`config.mk`:
```
export PLATFORM = sky130hd
export DESIGN_NAME = seq_divider_nr
export DESIGN_NICKNAME = d
export VERILOG_FILES = /design/src/rtl/div_pkg.sv /design/src/rtl/div_addsub.sv /design/src/rtl/seq_divider_nr.sv
export SDC_FILE = /design/constraint.sdc
export NUM_CORES = 1
export LEC_CHECK = 0
export BUFFER_PORTS_ARGS = -buffer_cell sky130_fd_sc_hd__buf_2
export CORE_UTILIZATION = 45
export DETAILED_ROUTE_END_ITERATION = 8
export GPL_TIMING_DRIVEN = 0
export PLACE_DENSITY = 0.68
export SYNTH_ARGS = -nofsm -noshare
export SYNTH_HDL_FRONTEND = slang
export SYNTH_HIERARCHICAL = 1
export SYNTH_SLANG_ARGS = --single-unit
export TNS_END_PERCENT = 100
```
`constraint.sdc`:
```
create_clock -name clk -period 2.95 [get_ports clk]
set_clock_uncertainty 0.05 [all_clocks]
set_input_delay 0.1475 -clock clk [delete_from_list [all_inputs] [get_ports clk]]
set_output_delay 0.1475 -clock clk [all_outputs]
set_load 0.02 [all_outputs]
```
`src/rtl/div_pkg.sv`:
```
// Shared state encoding and sizing helper for the sequential non-restoring divider.
package div_pkg;

  typedef enum logic [1:0] {
    IDLE = 2'd0,
    RUN  = 2'd1,
    FIX  = 2'd2,
    DONE = 2'd3
  } state_t;

  // Minimum 1 bit so an N=2 divider still has a counter to wrap.
  function automatic int clog2(input int n);
    int w;
    w = 1;
    while ((1 << w) < n) w++;
    return w;
  endfunction

endpackage

```
`src/rtl/div_addsub.sv`:
```
// W-bit ripple adder/subtractor: k=1 inverts b and injects a carry-in of 1.
module div_addsub #(
  parameter int W = 5
) (
  input  logic [W-1:0] a,
  input  logic [W-1:0] b,
  input  logic         k,
  output logic [W-1:0] sum
);

  logic [W-1:0] bx;
  logic [W-1:0] c;

  assign bx   = b ^ {W{k}};
  assign c[0] = k;

  // Carry out of the MSB is intentionally not generated.
  for (genvar i = 0; i < W; i++) begin : g_bit
    assign sum[i] = a[i] ^ bx[i] ^ c[i];
    if (i < W - 1) begin : g_carry
      assign c[i+1] = (a[i] & bx[i]) | (c[i] & (a[i] ^ bx[i]));
    end
  end

endmodule

```
`src/rtl/seq_divider_nr.sv`:
```
// Multi-cycle non-restoring divider, one quotient bit per clock, start/done handshake.
// Define DIV_SIGNED_EN for two's-complement operands (sign fix-up folded into the FIX cycle).
module seq_divider_nr
  import div_pkg::*;
#(
  parameter int N = 4
) (
  input  logic         clk,
  input  logic         rst,
  input  logic         start,
  input  logic [N-1:0] dividend,
  input  logic [N-1:0] divisor,
  output logic [N-1:0] quotient,
  output logic [N-1:0] remainder,
  output logic         busy,
  output logic         done,
  output logic         div_by_zero
);

  localparam int CW = clog2(N);

  state_t                state, state_nxt;
  logic [CW-1:0]         cnt;
  logic                  dz_pend;
  logic                  accept;
  logic [N-1:0]          a_reg;
  logic [N-1:0]          d_reg;
  logic signed [N:0]     p_reg;
  logic [N:0]            p_sh;
  logic [N-1:0]          a_sh;
  logic [N:0]            add_a;
  logic [N:0]            add_sum;
  logic                  add_k;
  logic [N-1:0]          rem_raw;
  logic [N-1:0]          q_out;
  logic [N-1:0]          r_out;
  logic [N-1:0]          dz_rem;

`ifdef DIV_SIGNED_EN
  logic                  q_neg;
  logic                  r_neg;

  function automatic logic [N-1:0] mag(input logic [N-1:0] v);
    return v[N-1] ? (~v + 1'b1) : v;
  endfunction

  function automatic logic [N-1:0] neg_if(input logic [N-1:0] v, input logic s);
    return s ? (~v + 1'b1) : v;
  endfunction
`endif

  assign accept = (state == IDLE) && start;
  assign busy   = (state != IDLE);

  always_ff @(posedge clk or posedge rst) begin
    if (rst) begin
      state   <= IDLE;
      cnt     <= '0;
      dz_pend <= 1'b0;
    end else begin
      state <= state_nxt;
      if (accept) begin
        cnt     <= '0;
        dz_pend <= (divisor == '0);
      end else if (state == RUN) begin
        cnt <= (cnt == CW'(N - 1)) ? '0 : cnt + 1'b1;
      end
    end
  end

  always_comb begin
    state_nxt = state;
    case (state)
      IDLE: if (start) state_nxt = (divisor == '0) ? DONE : RUN;
      RUN:  if (cnt == CW'(N - 1)) state_nxt = FIX;
      FIX:  state_nxt = DONE;
      DONE: state_nxt = IDLE;
      default: state_nxt = IDLE;
    endcase
  end

  // Single shared adder: RUN step uses the shifted remainder, FIX adds D back.
  assign p_sh = {p_reg[N-1:0], a_reg[N-1]};
  assign a_sh = {a_reg[N-2:0], 1'b0};

  always_comb begin
    add_a = p_sh;
    add_k = ~p_reg[N];
    if (state == FIX) begin
      add_a = p_reg;
      add_k = 1'b0;
    end
  end

  div_addsub #(.W(N + 1)) u_addsub (
    .a   (add_a),
    .b   ({1'b0, d_reg}),
    .k   (add_k),
    .sum (add_sum)
  );

  assign rem_raw = p_reg[N] ? add_sum[N-1:0] : p_reg[N-1:0];

`ifdef DIV_SIGNED_EN
  assign q_out  = neg_if(a_reg, q_neg);
  assign r_out  = neg_if(rem_raw, r_neg);
  assign dz_rem = neg_if(a_reg, r_neg);
`else
  assign q_out  = a_reg;
  assign r_out  = rem_raw;
  assign dz_rem = a_reg;
`endif

  always_ff @(posedge clk) begin
    if (accept) begin
      p_reg <= '0;
`ifdef DIV_SIGNED_EN
      a_reg <= mag(dividend);
      d_reg <= mag(divisor);
      q_neg <= dividend[N-1] ^ divisor[N-1];
      r_neg <= dividend[N-1];
`else
      a_reg <= dividend;
      d_reg <= divisor;
`endif
    end else if (state == RUN) begin
      p_reg <= add_sum;
      a_reg <= {a_sh[N-1:1], ~add_sum[N]};
    end
  end

  always_ff @(posedge clk or posedge rst) begin
    if (rst) begin
      quotient    <= '0;
      remainder   <= '0;
      done        <= 1'b0;
      div_by_zero <= 1'b0;
    end else begin
      done <= 1'b0;
      if (accept) begin
        div_by_zero <= 1'b0;
      end else if (state == FIX) begin
        quotient  <= q_out;
        remainder <= r_out;
        done      <= 1'b1;
      end else if (state == DONE && dz_pend) begin
        quotient    <= '1;
        remainder   <= dz_rem;
        div_by_zero <= 1'b1;
        done        <= 1'b1;
      end
    end
  end

endmodule

```
* Yosys cells after proc, flatten, opt, wreduce, memory -nomap -nowiden
Index checks and enable logic that the tools add are counted.
** Operators by class
- Add/sub/neg operators :: 1
- Equal/unequal tests :: 7
- Multiplexer cells :: 22
- Bitwise operators :: 26
- Reduce and logical (&&, ||, !) cells :: 11
** Operator list (count)
- $mux 4 :: 7
- $mux 2 :: 6
- $xor 1x1->1 :: 10
- $and 1x1->1 :: 8
- $pmux 2 s4 :: 1
- $reduce_bool 2->1 :: 4
- $mux 1 :: 7
- $eq 2x2->1 const B :: 3
- $ne 2x2->1 const B :: 3
- $reduce_and 2->1 :: 3
- $mux 5 :: 1
- $xor 4x5->5 :: 1
- $logic_not 4->1 :: 1
- $or 1x1->1 :: 4
- $not 1->1 :: 3
- $add 2x1->2 const B :: 1
- $eq 2x1->1 const B :: 1
- $logic_and 1x1->1 :: 2
- $logic_not 2->1 :: 1
** Storage, ports and cells
- Register bits after elaboration :: 28
- Bits of input ports :: 11
- Output and inout bits :: 11
- Word-level logic and storage cells :: 77

* Depth between registers and ports, before layout
Gate-level depths: netlist of run 1.
- Depth after elaboration :: 16
- Mapped depth :: 14
- Mapped depth without buffers :: 12

* Cells and area by module
The synthesis of run 1 kept the hierarchy.
** By module, submodules not included
- seq_divider_nr :: times used 1, cells an instance 120, area each 1355.0 um^2, seq. area each 715.7 um^2
- div_addsub :: times used 1, cells an instance 17, area each 170.2 um^2, seq. area each 0.0 um^2

* Worst setup path before layout of run 1
OpenSTA, ideal clock, no wires.
- Kind :: reg2reg
- From :: register state[0]
- To :: register remainder[3]
- Setup time :: 0.065 ns
- Arrival time :: 2.894 ns
- Required time :: 2.835 ns
- Slack :: -0.058 ns
- Stages on the path, launching flop included :: 14
- Path buffers :: 1
- Period minus slack after synthesis :: 3.008 ns
- Path through :: dfrtp_1 inv_1 ha_1 clkbuf_1 mux2_2 mux2_2 fa_1 inv_1 fa_1 fa_1 inv_1 mux2i_1 nor2_1 a211o_1
** Between the ends
- Elaborated cells between the ends (all ways) :: 27
- Classes of those cells :: eq/ne: 2; mux: 4; bitwise: 16; reduce/logical: 5
** RTL lines
- start: declaration :: line seq_divider_nr.sv:22 : state_t state, state_nxt;
- start signal: assignment :: line seq_divider_nr.sv:61 : state <= state_nxt;
- $eq 2x2->1 * :: line seq_divider_nr.sv:89 : if (state == FIX) begin
- $mux 5 * :: line seq_divider_nr.sv:89
- via add_a[0] :: line seq_divider_nr.sv:31 : logic [N:0] add_a;
- $xor 1x1->1 :: line div_addsub.sv:21 : assign c[i+1] = (a[i] & bx[i]) | (c[i] & (a[i] ^ bx[i]));
- $and 1x1->1 :: line div_addsub.sv:21
- $or 1x1->1 * :: line div_addsub.sv:21
- $and 1x1->1 * :: line div_addsub.sv:21
- $or 1x1->1 * :: line div_addsub.sv:21
- $and 1x1->1 * :: line div_addsub.sv:21
- $or 1x1->1 * :: line div_addsub.sv:21
- $xor 1x1->1 * :: line div_addsub.sv:19 : assign sum[i] = a[i] ^ bx[i] ^ c[i];
- via add_sum[3] :: line seq_divider_nr.sv:32 : logic [N:0] add_sum;
- $mux 4 * :: line seq_divider_nr.sv:102 : assign rem_raw = p_reg[N] ? add_sum[N-1:0] : p_reg[N-1:0];
- $mux 4 * :: line seq_divider_nr.sv:142 : end else if (state == FIX) begin
- end signal: assignment :: line seq_divider_nr.sv:144 : remainder <= r_out;
- end signal: assignment :: line seq_divider_nr.sv:148 : remainder <= dz_rem;
- end: declaration :: line seq_divider_nr.sv:14 : output logic [N-1:0] remainder,
Mark *: on every way through the listed nets, which the timed path passes. The rest lies on a longest branch.
A chain may end at the register's enable or synchronous reset.

* Worst setup path in the final report of run 1
- From :: register state[1]
- To :: register remainder[3]
** Between the ends
- Cells in the longest elaborated chain, start to end :: 13
- Elaborated cells between the ends (all ways) :: 27
- Classes of those cells :: eq/ne: 2; mux: 4; bitwise: 16; reduce/logical: 5
** RTL lines
- $eq 2x2->1 * :: line seq_divider_nr.sv:89
- $mux 1 * :: line seq_divider_nr.sv:89
- via add_k :: line seq_divider_nr.sv:33 : logic add_k;
- $xor 4x5->5 :: line div_addsub.sv:14 : assign bx = b ^ {W{k}};
- $xor 1x1->1 :: line div_addsub.sv:21
- $and 1x1->1 :: line div_addsub.sv:21
- $or 1x1->1 :: line div_addsub.sv:21
- $and 1x1->1 :: line div_addsub.sv:21
- $or 1x1->1 :: line div_addsub.sv:21
- $and 1x1->1 :: line div_addsub.sv:21
- $or 1x1->1 :: line div_addsub.sv:21
- $xor 1x1->1 * :: line div_addsub.sv:19
- via add_sum[3] :: line seq_divider_nr.sv:32
- $mux 4 * :: line seq_divider_nr.sv:102
- $mux 4 * :: line seq_divider_nr.sv:142
Marked as above.

==> flow_metrics.py, run 1 <==
metrics = {
    "final_layout": {
        "nNetsFinal": 200,
        "largest_reg_flops": 5,
        "diodes": 0,
        "area_growth_pct": 26.9,
        "fillCellCount": 262,
        "drive_gt1_share_pct": 36.7,
    },
    "grt": {
        "grt_pass1_wl_um": 4890,
        "overflow": 0,
        "grt_start_max_net_pins": 16,
        "grt_pass1_vias": 1086,
        "grt_util_all_layers_pct": 18.6,
        "antenna_found_initial": 0,
    },
    "critical_path": {
        "crit_type": "reg2reg",
        "startpoint_type": "flop",
        "cp-end-kind": "flop",
        "arrival_ns": 3.08,
        "cp.required_ns": 3.13,
        "crit_fanout": 3,
    },
    "floorplanning": {
        "die_w_um": 60.2,
        "start_util_pct": 48.8,
        "dieArea_um2": 3630,
        "ios": 22,
        "fp.dieH_um": 60.2,
        "num_rows": 20,
        "core_area_um2": 3130,
    },
    "sta": {
        "tightest_slew_ns": 0.660,
        "slew_headroom_pct": 56.0,
        "post-route-period-util_pct": 98.2,
        "clock.fmax_mhz": 345,
        "fin_crit_ns": 2.90,
        "hold_viol_final": 0,
        "setup_viol": 0,
        "setup_slack_ns": 0.0522,
        "maxSlewViolCount": 0,
        "hold_ws_ns": 0.0340,
        "rsz0062_at_grt": "true",
        "finalSetupTns_ns": 0,
    },
    "clocking": {
        "clkLatencyLatePin_ns": 0.32,
        "clk_pin_slew_ns": 0.15,
        "cts_tree": "done",
        "clock-sinks": 28,
        "htree_levels": 1,
        "clock_path_buffers": 2,
        "cts_root_buf": "clkbuf_4",
        "numCtsBuffers": 3,
    },
    "logic_synthesis": {
        "syn_area_per_cell_um2": 11.1,
        "syn_area_um2": 1530,
        "async_flop_share_pct": 53.6,
        "syn_nets": 159,
        "synth_edf_count": 8,
        "ys_ff_latch": 28,
        "synthCells": 137,
        "ys_types": 30,
        "ys.warnings.count": 6,
        "ys.flop_type": "dfrtp_1",
        "ys_seq_area_share_pct": 46.9,
    },
    "hold_path": {
        "hp-class": "in2reg",
    },
    "detailed_routing": {
        "viasPerCell": 4.91,
        "drt_iter0_drc": 18,
        "vias": 1086,
        "wl_um": 3070,
        "ant_nets": 0,
        "drt_first_pass_iters": 4,
        "drc": 0,
        "wl_per_cell_um": 13.9,
    },
    "run": {
        "maxCapViolCount": 0,
    },
    "power_and_ir_drop": {
        "p_leak_nw": 0.927,
        "powerDensity_nw_per_um2": 1310,
        "power_mw": 2.55,
        "vdd_drop_max_mv": 0.543,
    },
    "placed_design": {
        "place_ws_ns": -0.378,
        "portBuffers": 21,
        "place_hpwl_um": 2110,
        "place.gp.congestion": 0.726,
    },
    "status": {
        "outcome": "completed",
    },
}
==> routing by layer <==
metal	global-route usage, %	part of all wire, %	vias up
li1	-	-	538
met1	23.2	45	528
met2	31.7	52	16
met3	2.81	1.6	4
met4	7.64	1.5	0
met5	0	0	-
==> through the flow <==
step                      util, %  cells  cell area [um^2]
after floorplan                 -    137              1530
after global placement       53.9    202              1690
after detailed placement     53.9    202              1690
after CTS                    59.0    216              1850
after global routing         61.9    221              1940
final                        61.9    221              1940
==> cell usage after synthesis, types with 4 or more instances <==
| master | number | area share, % |
|---|---|---|
| nor2_1 | 16 | 3.9 |
| dfrtp_1 | 15 | 25 |
| inv_1 | 13 | 3.2 |
| mux2i_1 | 13 | 8.5 |
| nand2_1 | 12 | 3.0 |
| edfxtp_1 | 8 | 16 |
| ha_1 | 8 | 6.6 |
| mux2_2 | 6 | 4.4 |
| dfxtp_1 | 5 | 6.6 |
| o22a_1 | 5 | 2.9 |
| a211o_1 | 4 | 2.3 |
| nor4b_1 | 4 | 2.3 |
| xnor2_1 | 4 | 2.3 |
==> path summary, 6_finish.rpt <==
path	slack, ns	endpoint	start	cells after the start
max	0.05	remainder[3]	state[1]	12
min	0.03	a_reg[2]	dividend[2]	3
max reg2reg	0.05	remainder[3]	state[1]	12
min reg2reg	0.47	div_by_zero	div_by_zero	1
max in group asynchronous	2.08	state[1]	rst	3
min in group asynchronous	0.36	state[0]	rst	3
==> critical path: stages (launching register included) <==
cell and delay [ns]:
dfrtp_2 0.48, ha_4 0.19, nor2_4 0.08, buf_6 0.11, xor2_2 0.16, fa_2 0.23, inv_2 0.04, fa_2 0.39
fa_2 0.58, inv_2 0.04, mux2i_1 0.14, nor2_1 0.06, a211o_1 0.26
==> placed cells by master, fill, tap and decap left out, types with 4 or more instances in the layout <==
cell type       n
o22a_1          5
buf_4          13
buf_2          23
dlygate4sd3_1   5
inv_1          10
dfrtp_1        14
ha_1            6
nor4b_1         4
mux2_4          4
dfxtp_1         5
mux2i_1        13
edfxtp_1        8
a211o_1         4
nor2_1         15
nand2_1        12
==> area by class of cell <==
cell class | count | area, um^2 | share of cell area [%]
inverters | 13 | 48.8 | 2.52
multi-input cells | 88 | 797 | 41.2
clock buffers | 4 | 36.3 | 1.87
flip-flops and latches | 28 | 717 | 37.0
well taps | 44 | 55.1 | 2.84
plain buffers | 5 | 28.8 | 1.49
repair buffers | 39 | 253 | 13.1
==> kinds of logic (layout without fill, tap and decap cells) <==
group                    Yosys count  after routing  share of synthesized area, %
AND/OR/NAND/NOR                   35             35                          10.7
flip-flops                        28             28                          46.9
buffers and inverters             21             61                          5.91
multiplexers                      20             20                          13.9
AO/OA/AOI/OAI                     14             14                          7.22
adder cells (fa/ha/maj)           11             11                          10.5
XOR/XNOR                           7              7                          4.51
other                              1              1                         0.246
==> power by group <==
| group | internal, mW | leakage [nW] | switching [mW] | total, mW |
|---|---|---|---|---|
| Clock | 0.0754 | 0.0210 | 0.113 | 0.188 |
| Sequential | 0.598 | 0.302 | 0.133 | 0.732 |
| Combinational | 0.826 | 0.604 | 0.799 | 1.63 |
| Total | 1.50 | 0.927 | 1.05 | 2.55 |
==> repair_timing <==
action,in CTS,in global routing
hold buffers,5,0
endpoints found under the setup margin,5,4
setup buffers,6,8
pin swaps,2,10
gates resized for setup,11,11
endpoints found under the hold margin,19,0
Note: power is estimated with default switching activity, not from simulation.
==> run 2: changes to the inputs <==
GPL_TIMING_DRIVEN = default   (was 0)
==> flow_metrics.py, run 2 (same netlist as run 1, synthesis figures left out) <==
metrics = {
    "status": {
        "outcome": "completed",
    },
    "sta": {
        "finalSetupTns_ns": 0,
        "slew_headroom_pct": 59.9,
        "post-route-period-util_pct": 98.2,
        "tightest_slew_ns": 0.601,
        "rsz0062_at_grt": "true",
        "clock.fmax_mhz": 345,
        "hold_ws_ns": 0.00426,
        "fin_crit_ns": 2.90,
        "setup_slack_ns": 0.0525,
        "hold_viol_final": 0,
        "setup_viol": 0,
        "maxSlewViolCount": 0,
    },
    "detailed_routing": {
        "drc": 0,
        "vias": 1075,
        "drt_iter0_drc": 31,
        "wl_per_cell_um": 13.9,
        "ant_nets": 0,
        "drt_first_pass_iters": 4,
        "viasPerCell": 5.12,
        "wl_um": 2920,
    },
    "critical_path": {
        "arrival_ns": 3.13,
        "path_depth": 12,
        "startpoint_type": "flop",
        "worst_path_most_repeated_cell": "inv_2",
        "crit_type": "reg2reg",
        "crit_fanout": 4,
        "reg2regPathDepth": 12,
        "r2r_setup_slack_ns": 0.05,
        "endpoint": "remainder[3]",
        "cp_slowest_cell": "fa_1",
        "crit_buf_inv": 3,
        "critical-path-top-delay-family": "adder cells",
        "r2r_end": "remainder[3]",
        "critPathMaxStageDelay_ns": 0.42,
        "startpoint": "state[0]",
        "cp-end-kind": "flop",
        "r2r-start": "state[0]",
        "cp_cell_sequence": "inv_2 > ha_2 > mux2_2 > mux2_2 > fa_1 > inv_2 > fa_2 > fa_1 > inv_2 > mux2i_1 > nor2_1 > a211o_1",
        "cp.required_ns": 3.19,
    },
    "floorplanning": {
        "dieArea_um2": 3630,
        "die_w_um": 60.2,
        "fp.dieH_um": 60.2,
        "ios": 22,
        "core_area_um2": 3130,
        "num_rows": 20,
        "start_util_pct": 48.8,
    },
    "power_and_ir_drop": {
        "vdd_drop_max_mv": 0.503,
        "p_leak_nw": 0.859,
        "powerDensity_nw_per_um2": 1240,
    },
    "final_layout": {
        "drive_gt1_share_pct": 28.3,
        "nNetsFinal": 189,
        "fillCellCount": 282,
        "diodes": 0,
        "final_common_cell": "buf_2",
        "largest_reg_flops": 5,
        "final_cell_mix": "buf_2, nor2_1, dfrtp_1",
        "final_core_util_pct": 57.3,
        "area_growth_pct": 17.6,
    },
    "grt": {
        "grt_pass1_vias": 1079,
        "grt_start_max_net_pins": 19,
        "antenna_found_initial": 0,
        "grt_pass1_wl_um": 4800,
        "grt_util_all_layers_pct": 18.4,
        "overflow": 0,
    },
    "placed_design": {
        "portBuffers": 21,
        "place.gp.congestion": 0.757,
        "place_hpwl_um": 2130,
        "place_ws_ns": 0.0474,
    },
    "run": {
        "maxCapViolCount": 0,
    },
    "clocking": {
        "clk_pin_slew_ns": 0.16,
        "clkLatencyLatePin_ns": 0.34,
        "cts_root_buf": "clkbuf_4",
        "clock-sinks": 28,
        "htree_levels": 1,
        "cts_tree": "done",
        "clock_path_buffers": 2,
        "numCtsBuffers": 3,
    },
    "hold_path": {
        "hp-class": "in2reg",
    },
}
## run 2: cell types whose count changed in the layout (fill, tap and decap cells not counted), moves of 2 or more
| cell | previous run | this run |
|---|---|---|
| fa_1 | 0 | 2 |
| ha_4 | 2 | 0 |
| mux2_4 | 4 | 1 |
| xnor2_1 | 2 | 4 |
| mux2_2 | 3 | 6 |
| xnor2_2 | 3 | 1 |
| buf_4 | 13 | 6 |
| buf_2 | 23 | 21 |
| fa_2 | 3 | 1 |
## run 2: what timing repair did
action,in CTS,in global routing
setup buffers,0,2
hold endpoints to repair,20,0
hold buffers,6,0
endpoints found under the setup margin,0,4
gates resized for setup,0,6
## run 2: routing by layer
metal  GRT usage [%]  wire, um
met3            2.60       100
met2            32.7      1470
met5               0         0
met1            21.6      1300
met4            8.97        53
## run 2: cell type report
type	instances	area (um^2)	share of cell area, %
repair buffers	33	210	11.7
well taps	44	55.1	3.07
clock buffers	4	36.3	2.02
multi-input cells	88	727	40.5
flip-flops and latches	28	716	39.9
inverters	13	48.8	2.72
## run 2: where the power goes
group          internal [mW]  leakage, nW  switching [mW]
Combinational          0.618        0.534           0.703
Clock                 0.0758       0.0210           0.117
Sequential             0.597        0.303           0.120
Total                   1.29        0.859           0.940
## run 2: worst min-delay path by stage
stage	depth (start not counted)	slack (ns)	startpoint	to
5_1_grt	3	0.01	dividend[1]	a_reg[1]
3_5_place_dp	2	0.19	rst	cnt[0]
4_1_cts	3	0.002	dividend[1]	a_reg[1]
3_3_place_gp	2	0.17	rst	cnt[1]
6_report	3	0.004	dividend[1]	a_reg[1]
2_1_floorplan	1	-0.001	rst	cnt[0]
## run 2: tightest hold or removal path, stage by stage
cell     delay, ns
buf_2         0.08
nand2_1       0.04
nand2_1       0.04
## run 2: per-stage QoR
step	instance area (um^2)	std cells	power, mW
after floorplan	1530	137	1.69
after global placement	1670	198	1.93
after detailed placement	1670	198	1.97
after CTS	1770	208	2.17
after global routing	1790	210	2.41
final	1790	210	2.23
